**src/rtl/ex_gcd_gcd_unit_arb_pkg.sv**
```systemverilog
// ex_gcd_gcd_unit_arb_pkg
// Shared GCD message types and widths used by the GCD unit arbiter.
//   ex_gcd_req_msg_t  : {a[15:0], b[15:0]} operand pair sent to the GCD unit
//   ex_gcd_resp_msg_t : 16-bit GCD result returned by the unit
package ex_gcd_gcd_unit_arb_pkg;

    localparam int EX_GCD_REQ_MSG_NBITS  = 32;
    localparam int EX_GCD_RESP_MSG_NBITS = 16;

    typedef struct packed {
        logic [15:0] a;
        logic [15:0] b;
    } ex_gcd_req_msg_t;

    typedef logic [EX_GCD_RESP_MSG_NBITS-1:0] ex_gcd_resp_msg_t;

endpackage

```
**src/rtl/ex_gcd_gcd_unit_arb_chk.sv**
```systemverilog
// ex_gcd_gcd_unit_arb_chk
// Protocol checks for the GCD unit arbiter, active outside reset.
//   clk, reset   : clock and reset of the arbiter
//   is_idle      : arbiter has no transaction outstanding
//   in_req_rdy   : per-requester request ready (must be at most one-hot)
//   in_resp_val  : per-requester response valid
//   gcd_req_val, gcd_resp_rdy, gcd_resp_val : GCD-side handshake signals
module ex_gcd_gcd_unit_arb_chk #(
    parameter int p_nreqs = 2
) (
    input logic               clk,
    input logic               reset,
    input logic               is_idle,
    input logic [p_nreqs-1:0] in_req_rdy,
    input logic [p_nreqs-1:0] in_resp_val,
    input logic               gcd_req_val,
    input logic               gcd_resp_rdy,
    input logic               gcd_resp_val
);

    a_outputs_known: assert property (@(posedge clk) disable iff (reset)
        !$isunknown({in_req_rdy, in_resp_val, gcd_req_val, gcd_resp_rdy}));

    a_req_rdy_onehot0: assert property (@(posedge clk) disable iff (reset)
        $onehot0(in_req_rdy));

    // A response with nothing outstanding means the GCD unit broke protocol.
    a_no_resp_in_idle: assert property (@(posedge clk) disable iff (reset)
        !(is_idle && gcd_resp_val));

endmodule

```
**src/rtl/ex_gcd_rr_arb_en.sv**
```systemverilog
// ex_gcd_rr_arb_en
// Round-robin arbiter with a one-hot priority pointer that only advances when
// the caller says the grant was actually used.
//   clk, reset : clock, synchronous active-high reset
//   en         : grant consumed this cycle; advance priority past the winner
//   reqs       : per-requester request bits
//   grants     : one-hot grant (zero when no request)
module ex_gcd_rr_arb_en #(
    parameter int p_nreqs = 2
) (
    input  logic               clk,
    input  logic               reset,
    input  logic               en,
    input  logic [p_nreqs-1:0] reqs,
    output logic [p_nreqs-1:0] grants
);

    logic [p_nreqs-1:0] prio_reg;
    logic [p_nreqs-1:0] grants_s;
    logic [p_nreqs-1:0] prio_next_s;
    logic               found_s;

    // Circular search for the first request at or after the priority pointer.
    // The outer loop picks the (single) set prio bit so all indices stay constant.
    always_comb begin
        grants_s = '0;
        found_s  = 1'b0;
        for (int s = 0; s < p_nreqs; s++) begin
            if (prio_reg[s]) begin
                for (int k = 0; k < p_nreqs; k++) begin
                    if (!found_s && reqs[(s + k) % p_nreqs]) begin
                        grants_s[(s + k) % p_nreqs] = 1'b1;
                        found_s = 1'b1;
                    end else begin
                        found_s = found_s;
                    end
                end
            end else begin
                found_s = found_s;
            end
        end
    end

    // Winner rotated left by one, wrapping from the top requester to requester 0.
    always_comb begin
        prio_next_s = {grants_s[p_nreqs-2:0], grants_s[p_nreqs-1]};
    end

    // Priority pointer: requester 0 first after reset, moves only on a used grant.
    always_ff @(posedge clk) begin
        if (reset) begin
            prio_reg <= {{(p_nreqs-1){1'b0}}, 1'b1};
        end else if (en && (|grants_s)) begin
            prio_reg <= prio_next_s;
        end else begin
            prio_reg <= prio_reg;
        end
    end

    assign grants = grants_s;

endmodule

```
**src/rtl/ex_gcd_gcd_unit_arb.sv**
```systemverilog
// ex_gcd_gcd_unit_arb
// Shares one GCD unit among p_nreqs requesters, one transaction in flight.
// Request and response paths are combinational pass-through gated by state.
//   clk, reset                           : clock, synchronous active-high reset
//   in_req_val/rdy/msg  [p_nreqs]        : requester request ports ({a,b} per slot)
//   in_resp_val/rdy/msg [p_nreqs]        : requester response ports (msg broadcast)
//   gcd_req_val/rdy/msg                  : request port to the GCD unit
//   gcd_resp_val/rdy/msg                 : response port from the GCD unit
module ex_gcd_gcd_unit_arb
    import ex_gcd_gcd_unit_arb_pkg::*;
#(
    parameter int p_nreqs = 2
) (
    input  logic                                     clk,
    input  logic                                     reset,
    input  logic [p_nreqs-1:0]                       in_req_val,
    output logic [p_nreqs-1:0]                       in_req_rdy,
    input  logic [p_nreqs*EX_GCD_REQ_MSG_NBITS-1:0]  in_req_msg,
    output logic [p_nreqs-1:0]                       in_resp_val,
    input  logic [p_nreqs-1:0]                       in_resp_rdy,
    output logic [p_nreqs*EX_GCD_RESP_MSG_NBITS-1:0] in_resp_msg,
    output logic                                     gcd_req_val,
    input  logic                                     gcd_req_rdy,
    output logic [EX_GCD_REQ_MSG_NBITS-1:0]          gcd_req_msg,
    input  logic                                     gcd_resp_val,
    output logic                                     gcd_resp_rdy,
    input  logic [EX_GCD_RESP_MSG_NBITS-1:0]         gcd_resp_msg
);

    localparam int OWNER_W = $clog2(p_nreqs);

    localparam logic [0:0] STATE_IDLE = 1'b0;
    localparam logic [0:0] STATE_BUSY = 1'b1;

    logic [0:0]         state_reg;
    logic [0:0]         state_next;
    logic [OWNER_W-1:0] owner_reg;
    logic [OWNER_W-1:0] grant_idx_s;
    logic [p_nreqs-1:0] grants_s;
    ex_gcd_req_msg_t    grant_msg_s;
    logic               req_go_s;
    logic               resp_go_s;

    ex_gcd_rr_arb_en #(
        .p_nreqs (p_nreqs)
    ) u_arb (
        .clk    (clk),
        .reset  (reset),
        .en     (req_go_s),
        .reqs   (in_req_val),
        .grants (grants_s)
    );

    // Encode the one-hot grant and pick the granted requester's message.
    always_comb begin
        grant_idx_s = '0;
        grant_msg_s = '0;
        for (int i = 0; i < p_nreqs; i++) begin
            if (grants_s[i]) begin
                grant_idx_s = OWNER_W'(i);
                grant_msg_s = in_req_msg[EX_GCD_REQ_MSG_NBITS*i +: EX_GCD_REQ_MSG_NBITS];
            end else begin
                grant_idx_s = grant_idx_s;
            end
        end
    end

    // Handshake steering; everything is forced low while reset is held so the
    // outputs are quiet even before the first reset edge settles the state.
    always_comb begin
        in_req_rdy   = '0;
        in_resp_val  = '0;
        gcd_req_val  = 1'b0;
        gcd_req_msg  = '0;
        gcd_resp_rdy = 1'b0;
        if (reset) begin
            gcd_req_val = 1'b0;
        end else if (state_reg == STATE_IDLE) begin
            gcd_req_val = |in_req_val;
            gcd_req_msg = grant_msg_s;
            in_req_rdy  = grants_s & {p_nreqs{gcd_req_rdy}};
        end else begin
            in_resp_val[owner_reg] = gcd_resp_val;
            gcd_resp_rdy           = in_resp_rdy[owner_reg];
        end
    end

    // Result is broadcast; only the owner sees a matching val.
    always_comb begin
        for (int i = 0; i < p_nreqs; i++) begin
            in_resp_msg[EX_GCD_RESP_MSG_NBITS*i +: EX_GCD_RESP_MSG_NBITS] = gcd_resp_msg;
        end
    end

    assign req_go_s  = (state_reg == STATE_IDLE) && gcd_req_val && gcd_req_rdy;
    assign resp_go_s = (state_reg == STATE_BUSY) && gcd_resp_val && gcd_resp_rdy;

    // Next-state logic for the idle/busy transaction FSM.
    always_comb begin
        case (state_reg)
            STATE_IDLE: state_next = req_go_s  ? STATE_BUSY : STATE_IDLE;
            STATE_BUSY: state_next = resp_go_s ? STATE_IDLE : STATE_BUSY;
            default:    state_next = STATE_IDLE;
        endcase
    end

    // State and owner registers; owner is captured on request acceptance.
    always_ff @(posedge clk) begin
        if (reset) begin
            state_reg <= STATE_IDLE;
            owner_reg <= '0;
        end else begin
            state_reg <= state_next;
            owner_reg <= req_go_s ? grant_idx_s : owner_reg;
        end
    end

`ifndef SYNTHESIS
    ex_gcd_gcd_unit_arb_chk #(
        .p_nreqs (p_nreqs)
    ) u_chk (
        .clk          (clk),
        .reset        (reset),
        .is_idle      (state_reg == STATE_IDLE),
        .in_req_rdy   (in_req_rdy),
        .in_resp_val  (in_resp_val),
        .gcd_req_val  (gcd_req_val),
        .gcd_resp_rdy (gcd_resp_rdy),
        .gcd_resp_val (gcd_resp_val)
    );

    // Line trace: "I" or "B<owner>" followed by per-port val/rdy bits.
    function automatic string line_trace();
        string st;
        if (state_reg == STATE_IDLE) begin
            st = "I ";
        end else begin
            st = $sformatf("B%0d", owner_reg);
        end
        return $sformatf("%s req %b/%b resp %b/%b", st, in_req_val, in_req_rdy,
                         in_resp_val, in_resp_rdy);
    endfunction
`endif

endmodule

```
**config.mk**
```make
export PLATFORM = sky130hd
export DESIGN_NAME = ex_gcd_gcd_unit_arb
export DESIGN_NICKNAME = d
export VERILOG_FILES = /design/src/rtl/ex_gcd_gcd_unit_arb_pkg.sv /design/src/rtl/ex_gcd_gcd_unit_arb_chk.sv /design/src/rtl/ex_gcd_rr_arb_en.sv /design/src/rtl/ex_gcd_gcd_unit_arb.sv
export SDC_FILE = /design/constraint.sdc
export NUM_CORES = 1
export LEC_CHECK = 0
export BUFFER_PORTS_ARGS = -buffer_cell sky130_fd_sc_hd__buf_4
export CAP_MARGIN = 30
export CORE_MARGIN = 2
export CORE_UTILIZATION = 26
export DETAILED_ROUTE_END_ITERATION = 6
export MAX_ROUTING_LAYER = met4
export PLACE_DENSITY = 0.8
export SLEW_MARGIN = 20
export SYNTH_ARGS = -nofsm -noshare
export SYNTH_HDL_FRONTEND = slang
export SYNTH_SLANG_ARGS = --single-unit
```
**constraint.sdc**
```tcl
create_clock -name clk -period 2 [get_ports clk]
set_input_delay 0.5 -clock clk [delete_from_list [all_inputs] [get_ports clk]]
set_output_delay 0.5 -clock clk [all_outputs]
set_load 0.005 [all_outputs]
```
==> impl_metrics.py, run 1 <==
metrics = {
    "status": {
        "status": "finished with violations",
        "violations": "negative setup slack",
    },
    "clock_tree": {
        "holdBufCountCts": 0,
        "htreeDepth": 1,
        "numCtsBuffers": 3,
        "clockBufferDepth": 2,
        "cts-root-buf": "clkbuf_4",
        "clk_pin_slew_ns": 0.03,
        "cts_sinks": 4,
        "cts_tree": "done",
        "clkLatencyLatePin_ns": 0.23,
    },
    "route": {
        "viasPerCell": 4.627,
        "wire_per_inst_um": 14.55,
        "first_pass_iters": 4,
        "drc_errors": 0,
        "ant_nets": 0,
        "drt-initial-drc-count": 31,
        "vias": 1092,
        "wirelength_mm": 3.434,
    },
    "logic_synthesis": {
        "ys.flop_type": "dfxtp_1",
        "synth-seq-cells": 4,
        "synth-edff-count": 0,
        "syn_nets": 192,
        "yosysTopAreaCellShare": 0.3261,
        "avgSynthCellArea_um2": 8.265,
        "synth_area_um2": 859.6,
        "synth.yosys.seq_area_share": 0.09316,
        "synth_area_leaders": "a22o_1 (33%), buf_4 (28%), dfxtp_1 (9.3%)",
        "syn_inst": 104,
        "synth_cell_types": 24,
        "ys_warn_count": 0,
        "synth-async-reset-ratio": 0,
        "synth_area_leader_cell": "a22o_1",
    },
    "sta": {
        "period_share": 1.033,
        "worstMarginPinSlew_ns": 0.2645,
        "slew_headroom": 0.8218,
        "hold_viol_final": 0,
        "setup_violations": 20,
        "layout_setup_ws_ns": -0.06602,
        "fmax_mhz": 484.0,
        "rsz0062_at_grt": "true",
        "min_period_ns": 2.066,
        "fin_skew_ns": 0.001933,
        "drv_slew": 0,
        "holdWs_ns": 0.5579,
    },
    "floorplanning": {
        "die_x_um": 61.50,
        "fp.dieArea_mm2": 0.003782,
        "rows": 20,
        "coreArea_mm2": 0.003103,
        "start_util": 0.2770,
        "ioPinCount": 158,
        "dieHeight_um": 61.50,
    },
    "layout": {
        "fin_area_mm2": 0.001700,
        "final_cells": 236,
        "n_antenna_cell": 0,
        "syn_to_final_growth_pct": 97.82,
        "final_core_util": 0.5480,
        "final_common_cell": "buf_4",
        "mostFrequentLayoutCells": "buf_4 (113), a22o_1 (32), nor2_1 (6)",
        "fillers": 309,
        "largest_reg_flops": 2,
        "drive_gt1_frac": 0.7031,
        "nNetsFinal": 282,
    },
    "critical_path": {
        "cp-end-kind": "output pin",
        "worstSetupPathType": "input pin to output pin",
        "cp_data_required_time_ns": 1.50,
        "startpoint_type": "input pin",
        "critPathArrivalTime_ns": 1.57,
        "cp_max_fo": 6,
    },
    "flow_run": {
        "drv_cap": 0,
    },
    "pwr": {
        "p_leak_uw": 0.0008925,
        "power_uw": 546.3,
        "pwr_density_cell_mw_per_mm2": 321.3,
        "ir_drop_mv": 0.3015,
    },
    "placed_design": {
        "port-buffer-count": 109,
        "dp.final_hpwl_mm": 2.554,
        "placed_area_mm2": 0.001521,
        "placed_cells": 226,
        "place_congestion": 0.7725,
    },
    "grt": {
        "grt_pass1_wl_mm": 4.077,
        "grt_max_degree": 33,
        "grt_pass1_vias": 957,
        "grt_antenna_before_repair": 0,
        "grt_overflow": 0,
        "gr-usage-all-layers": 0.1450,
    },
    "min_path": {
        "hold_path.class": "flip-flop to flip-flop",
    },
}
-- routing by layer --
metal,vias up,routed length [um],global-route usage
li1,535,-,-
met1,489,1217,0.1389
met2,60,1845,0.2872
met3,8,331,0.02731
met4,0,40,0.04255
met5,-,0,-
-- final cells by class --
| cell class | instances | area, um^2 | share of cell area |
|---|---|---|---|
| timing repair buffer | 123 | 1023 | 0.6019 |
| multi-input combinational | 61 | 511.7 | 0.3010 |
| sequential | 4 | 83.83 | 0.04930 |
| tap | 44 | 55.05 | 0.03238 |
| clock buffer | 3 | 22.52 | 0.01325 |
| inverter | 1 | 3.754 | 0.002208 |
-- where the power goes --
group | internal, uW | switching (uW) | total (uW) | leakage [uW]
combinational | 240 | 112 | 352 | 0.000846
clock | 67.0 | 31.4 | 98.4 | 0.0000138
sequential | 87.8 | 7.83 | 95.6 | 0.0000332
total | 395 | 152 | 546 | 0.000893
-- cell families after synthesis --
logic type / Yosys count / synth area share
simple gates: 19 / 0.1368
buf+inv: 39 / 0.3406
flops: 4 / 0.09316
mux: 1 / 0.01165
compound gates: 41 / 0.4178
-- through the flow --
step                      TNS [ns]  worst slack, ns
after floorplan                  0           0.1869
after global placement      -1.426         -0.08216
after detailed placement    -1.929         -0.09304
after CTS                  -0.7110         -0.04531
after global routing        -2.283          -0.1148
final                      -0.9686         -0.06602
-- critical path: stages --
cell       delay [ns]
buf_8            0.10
or2_4            0.24
a211oi_4         0.20
buf_6            0.16
clkbuf_16        0.14
a22o_1           0.12
buf_4            0.10
-- cells in the mapped netlist (2+ instances only) --
cell and instances:
nor2_1 6, nor2b_1 3, buf_2 3, dfxtp_1 4, nand3b_1 2, buf_6 3, o2bb2ai_1 2, o21ai_0 2
a22o_1 32, nand2b_1 2, buf_4 32
-- worst paths after layout --
path | startpoint | to | slack, ns | depth (start not counted)
hold reg to reg | state_reg | state_reg | 0.56 | 2
setup / recovery | reset | gcd_req_msg[28] | -0.07 | 7
hold / removal | state_reg | state_reg | 0.56 | 2
setup reg to reg | state_reg | u_arb.prio_reg[0] | 0.72 | 4
-- repair_timing --
item	CTS	global route
gates cloned	1	4
pin swaps	2	16
setup buffers	2	1
resized for setup	8	7
endpoints found under the hold margin	0	0
endpoints found under the setup margin	32	32
Power figures use the tool's default switching activity.
==> inputs of run 2 (changes only) <==
--- a/config.mk
+++ b/config.mk
@@ -7,11 +7,11 @@
 export LEC_CHECK = 0
 export BUFFER_PORTS_ARGS = -buffer_cell sky130_fd_sc_hd__buf_4
 export CAP_MARGIN = 30
-export CORE_MARGIN = 2
-export CORE_UTILIZATION = 26
+export CORE_AREA = 2 2 61 63
 export DETAILED_ROUTE_END_ITERATION = 6
+export DIE_AREA = 0 0 63 65
 export MAX_ROUTING_LAYER = met4
-export PLACE_DENSITY = 0.8
+export PLACE_DENSITY = 0.78
 export SLEW_MARGIN = 20
 export SYNTH_ARGS = -nofsm -noshare
 export SYNTH_HDL_FRONTEND = slang
==> run 2 against run 1 <==
- the run still ends with negative setup slack left
- flip-flop and latch count is the same
- sequential power grew 0.4%
- sequential share of layout area grew 0.17 points
- critical path depth is the same
- critical endpoint is now gcd_req_msg[18]
==> impl_metrics.py, run 2 (same netlist as run 1, synthesis figures left out) <==
metrics = {
    "clock_tree": {
        "holdBufCountCts": 0,
        "numCtsBuffers": 3,
        "clk_pin_slew_ns": 0.03,
        "cts-root-buf": "clkbuf_4",
        "cts_sinks": 4,
        "htreeDepth": 1,
        "clkLatencyLatePin_ns": 0.23,
        "clockBufferDepth": 2,
        "cts_tree": "done",
    },
    "layout": {
        "multi_input_area_um2": 504.2,
        "fillers": 351,
        "n_antenna_cell": 0,
        "final_cells": 238,
        "mostFrequentLayoutCells": "buf_4 (113), a22o_1 (32), nor2_1 (6)",
        "seq_area_um2": 83.83,
        "nNetsFinal": 280,
        "drive_gt1_frac": 0.6947,
        "syn_to_final_growth_pct": 91.27,
        "fin_area_mm2": 0.001644,
        "final_common_cell": "buf_4",
        "largest_reg_flops": 2,
    },
    "route": {
        "ant_nets": 0,
        "wirelength_mm": 3.416,
        "drt-initial-drc-count": 26,
        "first_pass_iters": 4,
        "vias": 1080,
        "wire_per_inst_um": 14.35,
        "drc_errors": 0,
        "viasPerCell": 4.538,
    },
    "sta": {
        "worstMarginPinSlew_ns": 0.2269,
        "hold_viol_final": 0,
        "slew_headroom": 0.8482,
        "layout_setup_ws_ns": -0.06030,
        "fmax_mhz": 485.4,
        "final.setup.tns_ns": -0.6947,
        "drv_slew": 0,
        "fin_skew_ns": 0.004993,
        "min_period_ns": 2.060,
        "rsz0062_at_grt": "true",
        "period_share": 1.030,
        "setup_violations": 19,
    },
    "critical_path": {
        "cp_max_fo": 13,
        "cp_data_required_time_ns": 1.50,
        "rr_worst_depth": 4,
        "rr_startpoint": "state_reg",
        "cp-end-kind": "output pin",
        "worstSetupPathType": "input pin to output pin",
        "r2r_setup_slack_ns": 0.76,
        "r2r_end": "u_arb.prio_reg[0]",
        "crit_path_end": "gcd_req_msg[18]",
        "startpoint_type": "input pin",
        "critPathArrivalTime_ns": 1.56,
        "cp-startpoint": "reset",
    },
    "min_path": {
        "hold_path.class": "flip-flop to flip-flop",
    },
    "pwr": {
        "pwr-share-clk": 0.187,
        "p_leak_uw": 0.0008679,
        "pwr-share-seq": 0.179,
        "power.switching_uw": 152.1,
        "p_int_uw": 383.5,
        "switching_share": 0.2840,
        "ir_drop_mv": 0.2739,
        "pwr_density_cell_mw_per_mm2": 325.8,
        "pwr-share-comb": 0.634,
    },
    "floorplanning": {
        "die_x_um": 63,
        "rows": 22,
        "start_util": 0.2459,
        "coreArea_mm2": 0.003496,
        "dieHeight_um": 65,
        "fp.dieArea_mm2": 0.004095,
        "ioPinCount": 158,
    },
    "grt": {
        "grt_antenna_before_repair": 0,
        "grt_pass1_vias": 946,
        "grt_max_degree": 33,
        "grt_pass1_wl_mm": 4.616,
        "gr-usage-all-layers": 0.1405,
        "grt_overflow": 0,
    },
    "placed_design": {
        "placed_cells": 230,
        "port-buffer-count": 109,
        "place_congestion": 0.7819,
        "dp.final_hpwl_mm": 2.553,
        "dpl_worst_slack_ns": -0.06043,
        "placed_area_mm2": 0.001526,
    },
    "flow_run": {
        "drv_cap": 0,
    },
    "status": {
        "violations": "negative setup slack",
        "status": "finished with violations",
    },
}
-- run 2: how the worst min path moves through the flow --
stage	end	cells after the start	start
2_1_floorplan	u_arb.prio_reg[0]	1	u_arb.prio_reg[0]
3_3_place_gp	u_arb.prio_reg[0]	1	u_arb.prio_reg[0]
3_5_place_dp	u_arb.prio_reg[0]	1	u_arb.prio_reg[0]
4_1_cts	u_arb.prio_reg[0]	1	u_arb.prio_reg[0]
5_1_grt	u_arb.prio_reg[0]	1	u_arb.prio_reg[0]
6_report	u_arb.prio_reg[0]	1	u_arb.prio_reg[0]
-- run 2: what timing repair did --
action / in CTS / in global routing
pin swaps: 1 / 6
buffers inserted: 2 / 1
endpoints found under the hold margin: 0 / 0
endpoints found under the setup margin: 32 / 32
gates cloned: 1 / 2
gates resized for setup: 8 / 4
-- run 2: cell type report --
class	instances	area share
inverters	1	0.002283
repair buffers	121	0.5898
clock buffers	3	0.01370
well taps	48	0.03653
multi-input cells	61	0.3067
flip-flops and latches	4	0.05099
-- run 2: power by group through the flow --
stage | Clock (uW) | Sequential [uW] | Combinational, uW
floorplan | 0 | 93.0 | 159
global placement | 0 | 94.4 | 309
detailed placement | 0 | 94.7 | 311
CTS | 105 | 95.1 | 327
global route | 105 | 96.7 | 363
finish | 100 | 96.0 | 340
-- run 2: metrics by stage --
step	power [uW]	util	hold slack, ns
6_report	535.7	0.4703	0.5566
5_1_grt	565.1	0.4703	0.5815
4_1_cts	526.9	0.4621	0.5381
3_5_place_dp	405.8	0.4367	0.5494
3_3_place_gp	403.2	0.4367	0.5240
2_1_floorplan	251.9	-	0.5015
-- run 2: layer usage --
layer  part of all wire  wire length, um  GRT usage  vias up
met5                  0                0          -        -
met4             0.0029               10    0.03611        0
met3              0.090              307    0.03299        2
met2               0.54             1828     0.2500       62
met1               0.37             1269     0.1586      486
li1                   -                -          -      530
-- run 2: worst max-delay path, stage by stage --
cell	delay [ns]
buf_6	0.10
or2_4	0.24
a211oi_4	0.21
buf_6	0.15
buf_12	0.12
a22o_1	0.14
buf_4	0.11
